[src/rtl/if_fetch.sv]
// ---------------------------------------------------------------------------
// if_fetch -- instruction-fetch stage
//
// Owns the PC, issues one word fetch at a time to instruction memory and
// presents a registered instruction/PC pair to decode. Redirects (jump_i)
// win over everything, including stall_i. A request that is already in
// flight when a redirect arrives has its response dropped through the
// discard flag.
//
// Optional feature: define IF_MISALIGN_TRAP_EN to trap misaligned redirect
// targets. When it is defined, fetch_misalign_o goes high and stays high,
// and fetching stops until an aligned redirect arrives. When it is not
// defined, the low two target bits are forced to zero and fetch_misalign_o
// stays 0.
//
// Ports
//   clk, rst_n        clock (rising edge), async active-low reset
//   imem_req_o        fetch request valid (combinational from state)
//   imem_addr_o       fetch address (current PC)
//   imem_gnt_i        memory accepts the request this cycle
//   imem_rvalid_i     read data valid, one per granted request
//   imem_rdata_i      instruction word
//   stall_i           decode cannot take a new instruction; hold outputs
//   jump_i            redirect request
//   jump_addr_i       redirect target
//   inst_o            instruction to decode (NOP_INST while invalid)
//   inst_addr_o       PC of inst_o
//   inst_valid_o      inst_o / inst_addr_o valid
//   fetch_misalign_o  sticky misaligned-redirect flag
//
// state | meaning
// ------+-------------------------------------------------------------
// REQ   | request pc to imem (suppressed while the misalign flag is set)
// WAIT  | one request outstanding; waiting for rvalid
// HOLD  | word received while decode stalled; parked in the hold buffer
// ---------------------------------------------------------------------------
module if_fetch #(
    parameter logic [31:0] RESET_PC = 32'h0000_0000,
    parameter logic [31:0] NOP_INST = 32'h0000_0013
) (
    input  logic        clk,
    input  logic        rst_n,
    output logic        imem_req_o,
    output logic [31:0] imem_addr_o,
    input  logic        imem_gnt_i,
    input  logic        imem_rvalid_i,
    input  logic [31:0] imem_rdata_i,
    input  logic        stall_i,
    input  logic        jump_i,
    input  logic [31:0] jump_addr_i,
    output logic [31:0] inst_o,
    output logic [31:0] inst_addr_o,
    output logic        inst_valid_o,
    output logic        fetch_misalign_o
);

    typedef enum logic [1:0] {
        S_REQ  = 2'd0,
        S_WAIT = 2'd1,
        S_HOLD = 2'd2
    } state_t;

    state_t      state_q, state_d;
    logic [31:0] pc_q, pc_d;
    logic [31:0] hold_q, hold_d;
    logic [31:0] inst_d, addr_d;
    logic        valid_d;
    logic        discard_q, discard_d;
    logic        misalign_q, misalign_d;
    logic [31:0] jump_target;
    logic        jump_misalign;

`ifdef IF_MISALIGN_TRAP_EN
    // Raw target is kept in pc so the faulting address stays visible.
    assign jump_misalign = (jump_addr_i[1:0] != 2'b00);
    assign jump_target   = jump_addr_i;
`else
    assign jump_misalign = 1'b0;
    assign jump_target   = {jump_addr_i[31:2], 2'b00};
`endif

    assign imem_req_o       = (state_q == S_REQ) && !misalign_q;
    assign imem_addr_o      = pc_q;
    assign fetch_misalign_o = misalign_q;

    always_ff @(posedge clk or negedge rst_n) begin
        if (!rst_n) begin
            state_q      <= S_REQ;
            pc_q         <= RESET_PC;
            hold_q       <= 32'd0;
            inst_o       <= NOP_INST;
            inst_addr_o  <= 32'd0;
            inst_valid_o <= 1'b0;
            discard_q    <= 1'b0;
            misalign_q   <= 1'b0;
        end else begin
            state_q      <= state_d;
            pc_q         <= pc_d;
            hold_q       <= hold_d;
            inst_o       <= inst_d;
            inst_addr_o  <= addr_d;
            inst_valid_o <= valid_d;
            discard_q    <= discard_d;
            misalign_q   <= misalign_d;
        end
    end

    always_comb begin
        state_d    = state_q;
        pc_d       = pc_q;
        hold_d     = hold_q;
        inst_d     = inst_o;
        addr_d     = inst_addr_o;
        valid_d    = inst_valid_o;
        discard_d  = discard_q;
        misalign_d = misalign_q;

        // A valid output is consumed whenever decode is not stalled; a load
        // below overrides this in the same cycle.
        if (inst_valid_o && !stall_i) begin
            valid_d = 1'b0;
            inst_d  = NOP_INST;
        end

        if (jump_i) begin
            pc_d       = jump_target;
            valid_d    = 1'b0;
            inst_d     = NOP_INST;
            misalign_d = jump_misalign;
            discard_d  = 1'b0;
            state_d    = S_REQ;
            // A response still to come belongs to the old stream: wait it out.
            if ((state_q == S_WAIT && !imem_rvalid_i) || (imem_req_o && imem_gnt_i)) begin
                discard_d = 1'b1;
                state_d   = S_WAIT;
            end
        end else begin
            case (state_q)
                S_REQ: begin
                    if (imem_req_o && imem_gnt_i) begin
                        state_d = S_WAIT;
                    end
                end
                S_WAIT: begin
                    if (imem_rvalid_i) begin
                        if (discard_q) begin
                            discard_d = 1'b0;
                            state_d   = S_REQ;
                        end else if (!inst_valid_o || !stall_i) begin
                            inst_d  = imem_rdata_i;
                            addr_d  = pc_q;
                            valid_d = 1'b1;
                            pc_d    = pc_q + 32'd4;
                            state_d = S_REQ;
                        end else begin
                            hold_d  = imem_rdata_i;
                            state_d = S_HOLD;
                        end
                    end
                end
                S_HOLD: begin
                    if (!stall_i) begin
                        inst_d  = hold_q;
                        addr_d  = pc_q;
                        valid_d = 1'b1;
                        pc_d    = pc_q + 32'd4;
                        state_d = S_REQ;
                    end
                end
                default: state_d = S_REQ;
            endcase
        end
    end

endmodule

[config.mk]
export PLATFORM = sky130hd
export DESIGN_NAME = if_fetch
export DESIGN_NICKNAME = d
export VERILOG_FILES = /design/src/rtl/if_fetch.sv
export SDC_FILE = /design/constraint.sdc
export NUM_CORES = 1
export LEC_CHECK = 0
export ABC_AREA = 1
export BUFFER_PORTS_ARGS = -buffer_cell sky130_fd_sc_hd__buf_2
export CORE_MARGIN = 4
export CORE_UTILIZATION = 50
export CTS_CLUSTER_DIAMETER = 100
export DETAILED_ROUTE_END_ITERATION = 10
export PLACE_DENSITY = 0.75
export SKIP_LAST_GASP = 1
export SYNTH_ARGS = -nofsm -noshare
export SYNTH_HDL_FRONTEND = slang
export SYNTH_SLANG_ARGS = --single-unit
export TNS_END_PERCENT = 30
[constraint.sdc]
create_clock -name clk -period 2.3 [get_ports clk]
set_clock_uncertainty 0.15 [all_clocks]
set_input_delay 0.46 -clock clk [delete_from_list [all_inputs] [get_ports clk]]
set_output_delay 0.46 -clock clk [all_outputs]
set_load 0.02 [all_outputs]
==> results of run 1 <==
==> layout make-up <==
| class | count | area, µm² |
|---|---|---|
| Sequential cell | 128 | 3210 |
| Clock buffer | 23 | 458 |
| Tap cell | 180 | 225 |
| Clock inverter | 7 | 87.6 |
| Antenna cell | 1 | 2.50 |
| Multi-Input combinational cell | 712 | 3490 |
| Timing Repair Buffer | 187 | 1070 |
| Inverter | 47 | 179 |
| Fill cell | 1263 | 5220 |
==> cell usage in the layout, fill, tap and decap left out, types with 3 or more instances in the layout <==
cell	netlist	layout
a21oi_1	24	24
a31oi_1	30	30
buf_12	0	5
buf_2	10	160
buf_4	9	21
clkbuf_1	29	5
clkbuf_16	0	17
clkinv_2	0	4
conb_1	1	5
dfrtp_1	125	125
dfstp_2	3	3
ha_1	4	4
inv_1	42	42
inv_2	4	4
mux2_1	5	5
mux2_2	26	26
nand2_1	277	277
nand2_2	3	3
nand3_1	43	43
nand3b_1	4	4
nand4_1	12	12
nor2_1	150	150
nor2_2	3	3
nor2_8	3	3
nor3_1	3	3
o211ai_1	17	17
o21ai_0	81	81
o22ai_1	3	3
xor2_1	4	4
==> power by group <==
part / internal, W / total, W / switching (W)
logic: 0.00101 / 0.00302 / 0.00201
registers: 0.00283 / 0.00330 / 0.000477
clock network: 0.00160 / 0.00255 / 0.000945
==> registers in the layout, summed over array words and instances, names as in the netlist <==
name          flops
inst_addr_o      30
inst_valid_o      1
inst_o           32
hold_q           32
discard_q         1
state_q           2
imem_addr_o      30
==> final timing paths <==
kind,from,end,slack [ns],depth (start not counted)
setup reg to reg,state_q[1],imem_addr_o[9],0.19,9
min in group asynchronous,rst_n,imem_addr_o[6],0.44,3
hold reg to reg,inst_addr_o[9],inst_addr_o[9],0.32,2
setup / recovery,state_q[1],imem_addr_o[9],0.19,9
hold / removal,jump_addr_i[29],imem_addr_o[29],0.12,3
max in group asynchronous,rst_n,inst_o[1],1.15,3
==> cell families after synthesis <==
family / after synthesis / synth area share, %
buf+inv: 103 / 6.71
compound gates: 160 / 12.5
flops: 128 / 44.8
fa+ha+maj: 4 / 0.699
simple gates: 508 / 29.9
mux: 31 / 4.88
xor+xnor: 4 / 0.489
other cells: 1 / 0.0524
==> metal layers <==
| layer | up-vias | part of all wire, % |
|---|---|---|
| met2 | 298 | 47 |
| met3 | 38 | 8.4 |
| met1 | 3177 | 43 |
| met5 | - | 0.10 |
| met4 | 4 | 2.0 |
| li1 | 3389 | - |
==> cells in the mapped netlist <==
master	number	area [µm²]
nor2_1	150	563
o21ai_0	81	405
and2_1	2	12.5
ha_1	4	50.1
xor2_1	4	35.0
buf_4	9	67.6
nand3_4	2	35.0
nor2_2	3	18.8
nor2_8	3	60.1
and3_1	1	6.26
mux2_1	5	56.3
buf_2	10	50.1
nand2_2	3	18.8
dfrtp_1	125	3130
buf_6	6	67.6
a21oi_1	24	120
a31oi_1	30	188
nand2_1	277	1040
buf_1	2	7.51
or2_2	1	6.26
inv_2	4	15.0
nand4_1	12	75.1
nand3b_1	4	30.0
o211ai_1	17	128
conb_1	1	3.75
nand3_1	43	215
mux2_2	26	293
o21ai_1	2	10.0
inv_4	1	6.26
nor2_4	2	22.5
o22ai_1	3	18.8
o21bai_1	2	15.0
o21ai_2	1	8.76
nand2_4	2	22.5
clkbuf_1	29	109
inv_1	42	158
dfstp_2	3	78.8
nor3_1	3	15.0
==> critical path: stages, from the launching register on <==
cell	delay [ns]
dfrtp_1	0.37
inv_1	0.09
ha_1	0.27
inv_4	0.14
nor2_4	0.18
nor2_8	0.06
nand3_4	0.09
buf_4	0.22
buf_4	0.26
o211ai_1	0.13
==> stage by stage <==
step           utilization [%]  hold slack [ns]  total power [W]  std cells  setup WS [ns]
6_report                  62.5            0.119          0.00887       1285          0.191
3_5_place_dp              58.5            0.311          0.00635       1253          0.199
4_1_cts                   62.5           0.0958          0.00892       1284          0.189
2_1_floorplan                -           0.0144          0.00525        943          0.525
5_1_grt                   62.5            0.109          0.00942       1284         0.0302
3_3_place_gp              58.5            0.308          0.00628       1253          0.237
==> what timing repair did <==
action,in CTS,in global routing
setup buffers,0,0
endpoints found under the hold margin,125,0
hold buffers,1,0
resized for setup,0,0
==> results by group, run 1 <==
Power
  – Static Leak: 4.42 nW
  – Power Dens Cells: 1020 nW/µm²
  – VDD IR-drop max: 0.629 mV

Synth
  – Number of distinct library cells after synthesis: 38
  – Register area share after synthesis: 44.8%
  – Area of the mapped netlist: 7160 µm²
  – Flops & latches, synth: 128
  – Synth warn: 0
  – Mean Syn Cell Area: 7.62 µm²
  – Synthesized instance count: 939

Drt
  – Residual DRC: 0
  – Iter 0 DRT Violations: 582
  – DRT Wirelength: 20.1 mm
  – Wire length per cell: 15.6 µm
  – Via density: 5.37
  – Routed Antenna Nets: 0
  – Vias: 6906
  – DR pass1 iterations: 5

Floorplanning
  – # IOs: 169
  – CORE AREA: 13900 µm²
  – Initial core utilization: 51.4%
  – Area of the die: 16300 µm²
  – Row count: 43
  – Die height: 128 µm
  – Die Span X: 128 µm

STA
  – RSZ-0062 raised after global routing: no
  – Final Max Slew Viols: 0
  – Final Hold Fails: 0
  – Setup violators final: 0
  – Min cycle time layout: 2.11 ns
  – Fmax: 474 MHz
  – Final worst-path cycle share: 91.7%
  – Setup_tns: 0 ns

Global route
  – Met3 usage: 7.58%
  – Met1 Track Usage GR: 33.0%
  – Largest net degree at the start of global routing: 76
  – First-pass GRT wire length: 32.5 mm
  – Initial antenna violation count: 2
  – GRT overflow: 0
  – GR Util met2: 39.7%
  – Vias in the first global route: 6486
  – GRT Util Overall: 25.0%
  – Grt peak-use layer: met2

Placement
  – Placed instance area: 8160 µm²
  – GP Congestion: 0.866
  – Detailed Place HPWL: 14.0 mm
  – # port buffers: 161

Clock tree
  – TritonCTS Buffers: 17
  – CTS tree: yes
  – Max H-tree Level: 4
  – Clock root cell: clkbuf_16
  – Clk slew on worst S/H paths: 0.05 ns
  – Clock Latency Late Sink: 0.42 ns
  – Clk sink count: 128
  – Worst-case clock buffer depth: 2

Setup path
  – CP Launch Type: flip-flop
  – WP data arrival: 2.25 ns
  – WS Path Type: reg -> reg
  – CP required: 2.44 ns
  – Crit path capture type: flip-flop
  – Crit-path max FO: 21

Final layout
  – Layout cells sized above 1: 23.7%
  – Area growth, synth to finish: 21.7%
  – Final instance area: 8710 µm²
  – Total Nets Final: 1167

Status
  – Status: complete, no violations

Run
  – Max Cap Viol: 0

Worst hold path
  – Min-Delay Path Class: in -> reg
Power figures use the tool's default switching activity.
==> run 2: changes to the inputs <==
SKIP_LAST_GASP = unset   (was 1)
clock period = 2.4 ns   (was 2.3 ns; I/O delays follow)
==> results by group, run 2 (synthesis results as in run 1) <==
Status
  – Status: complete, no violations

STA
  – RSZ-0062 raised after global routing: no
  – Final Hold Fails: 0 (unchanged)
  – Min cycle time layout: 2.16 ns (+0.0491 ns)
  – Setup WS post-layout: 0.242 ns (+0.0509 ns)
  – Final Max Slew Viols: 0 (unchanged)
  – Fmax: 463 MHz (-2.3%)
  – Setup violators final: 0 (unchanged)
  – Final worst-path cycle share: 89.9% (-1.8 points)
  – Setup_tns: 0 ns (unchanged)

Global route
  – GRT Util Overall: 25.7% (+0.64 points)
  – Vias in the first global route: 6717 (+3.6%)
  – First-pass GRT wire length: 33.4 mm (+2.9%)
  – Initial antenna violation count: 1 (-1)
  – GRT overflow: 0 (unchanged)
  – Largest net degree at the start of global routing: 72 (-5.3%)

Setup path
  – CP Launch Type: flip-flop
  – Critical path cell sequence: inv_1 -> ha_1 -> inv_4 -> nor2_8 -> nand3_4 -> buf_12 -> mux2_1
  – Crit-path max FO: 26 (+24%)
  – WS Path Type: reg -> reg
  – Max incr delay on CP: 0.38 ns (about the same)
  – CP required: 2.55 ns (+0.11 ns)
  – Crit path capture type: flip-flop
  – WP data arrival: 2.31 ns (+0.06 ns)
  – CP max stage cell: dfrtp_1

Power
  – Psw: 0.00338 W (-1.6%)
  – Internal power: 0.00524 W (-3.5%)
  – Seq pwr share: 36.7% (-0.5 points)
  – Part of the total power dissipated in the clock network: 29.7% (+1.0 points)
  – VDD IR-drop max: 0.517 mV (-18%)
  – Static Leak: 4.42 nW (about the same)
  – Sw Share: 39.2% (+0.48 points)
  – Power Dens Cells: 986 nW/µm² (-3.1%)
  – Final total power: 0.00863 W (-2.8%)
  – Comb power frac: 33.6% (-0.5 points)

Clock tree
  – Max H-tree Level: 4 (unchanged)
  – Clock root cell: clkbuf_16
  – TritonCTS Buffers: 17 (unchanged)
  – CTS tree: yes
  – Worst-case clock buffer depth: 2 (unchanged)
  – Clk slew on worst S/H paths: 0.06 ns (about the same)
  – Clk sink count: 128 (unchanged)
  – Clock Latency Late Sink: 0.42 ns (about the same)

Drt
  – Iter 0 DRT Violations: 591 (+1.5%)
  – DRT Wirelength: 20.5 mm (+2.0%)
  – Wire length per cell: 16.0 µm (+2.3%)
  – Residual DRC: 0 (unchanged)
  – Vias: 6947 (+0.59%)
  – DR pass1 iterations: 6 (+1)
  – Via density: 5.42 (+0.83%)
  – Routed Antenna Nets: 0 (unchanged)

Final layout
  – Layout Utilization: 62.8% (+0.22 points)
  – Layout cells sized above 1: 24.0% (+0.32 points)
  – Total Nets Final: 1163 (-0.34%)
  – Area growth, synth to finish: 22.1%
  – Number of fill cells: 1250 (-1.0%)
  – Ant diodes: 0 (-1)
  – Commonest non-fill, non-tap cell in the layout: nand2_1
  – Largest registers: hold_q x32, inst_o x32
  – Most frequent cells in the layout: 277 x nand2_1, 160 x buf_2, 150 x nor2_1, 125 x dfrtp_1, 81 x o21ai_0

Floorplanning
  – Initial core utilization: 51.4% (unchanged)
  – # IOs: 169 (unchanged)
  – Area of the die: 16300 µm² (unchanged)
  – CORE AREA: 13900 µm² (unchanged)
  – Die Span X: 128 µm (unchanged)
  – Die height: 128 µm (unchanged)
  – Row count: 43 (unchanged)

Placement
  – # port buffers: 161 (unchanged)
  – Detailed Place HPWL: 14.0 mm (+0.15%)
  – GP Congestion: 0.861 (-0.55%)
  – Pre-CTS setup slack: 0.191 ns (-0.00837 ns)

Worst hold path
  – Min-Delay Path Class: in -> reg

Run
  – Max Cap Viol: 0 (unchanged)
[run 2: cell count changes in the layout (fill, tap and decap cells not counted), sizes merged]
cell / before / now
clkinv: 4 / 6
clkbuf: 23 / 19
buf: 186 / 182
clkinvlp: 1 / 5
diode: 1 / 0
[run 2: stage by stage]
step           cell area, µm²  std cells  hold slack [ns]
2_1_floorplan            7170        943           0.0344
3_3_place_gp             8140       1249            0.307
3_5_place_dp             8140       1249            0.313
4_1_cts                  8740       1282            0.120
5_1_grt                  8740       1282            0.135
6_report                 8740       1282            0.133
[run 2: worst max-delay path: cells and delay by family (launching register included)]
kind                     cells  cell delay (ns)
adder cells (fa/ha/maj)      1             0.28
buffers and inverters        3             0.50
flip-flops                   1             0.38
multiplexers                 1             0.32
AND/OR/NAND/NOR              2             0.39
[run 2: area by class of cell]
type                            instances  area (µm²)  share of cell area, %
Clock buffer                           19         453                   5.18
Clock inverter                         13         139                   1.59
Timing Repair Buffer                  183        1050                   12.1
Multi-Input combinational cell        712        3490                   39.9
Tap cell                              180         225                   2.58
Sequential cell                       128        3210                   36.7
Inverter                               47         179                   2.05
[run 2: final timing paths]
| kind | startpoint | endpoint | slack, ns | cells past startpoint |
|---|---|---|---|---|
| worst max-delay path | state_q[1] | hold_q[29] | 0.24 | 7 |
| worst min-delay path | imem_rdata_i[25] | hold_q[25] | 0.13 | 2 |
| worst max register to register | state_q[1] | hold_q[29] | 0.24 | 7 |
| worst min register to register | inst_addr_o[27] | inst_addr_o[27] | 0.33 | 2 |
| max in group asynchronous | rst_n | inst_o[4] | 1.26 | 3 |
| min in group asynchronous | rst_n | inst_addr_o[4] | 0.46 | 3 |
[run 2: layer usage]
metal  GRT usage, %  up-vias  part of all wire (%)
li1               -     3374                     -
met1           33.9     3234                    42
met4           8.93        2                   2.0
met5              0        -                 0.063
met2           41.5      302                    47
met3           6.25       35                   9.2
[run 2: repair_timing]
action                                  in CTS  in global routing
endpoints found under the setup margin       0                  1
gates resized for setup                      0                  1
endpoints found under the hold margin      125                  0
setup buffers                                0                  0
hold buffers                                 1                  0
[run 2: power by group through the flow]
stage | Clock (W) | Sequential (W) | Combinational [W]
final | 0.00256 | 0.00317 | 0.00290
after global routing | 0.00270 | 0.00324 | 0.00321
after CTS | 0.00260 | 0.00316 | 0.00291
after detailed placement | 0 | 0.00318 | 0.00290
after global placement | 0 | 0.00318 | 0.00283
after floorplan | 0 | 0.00368 | 0.00135
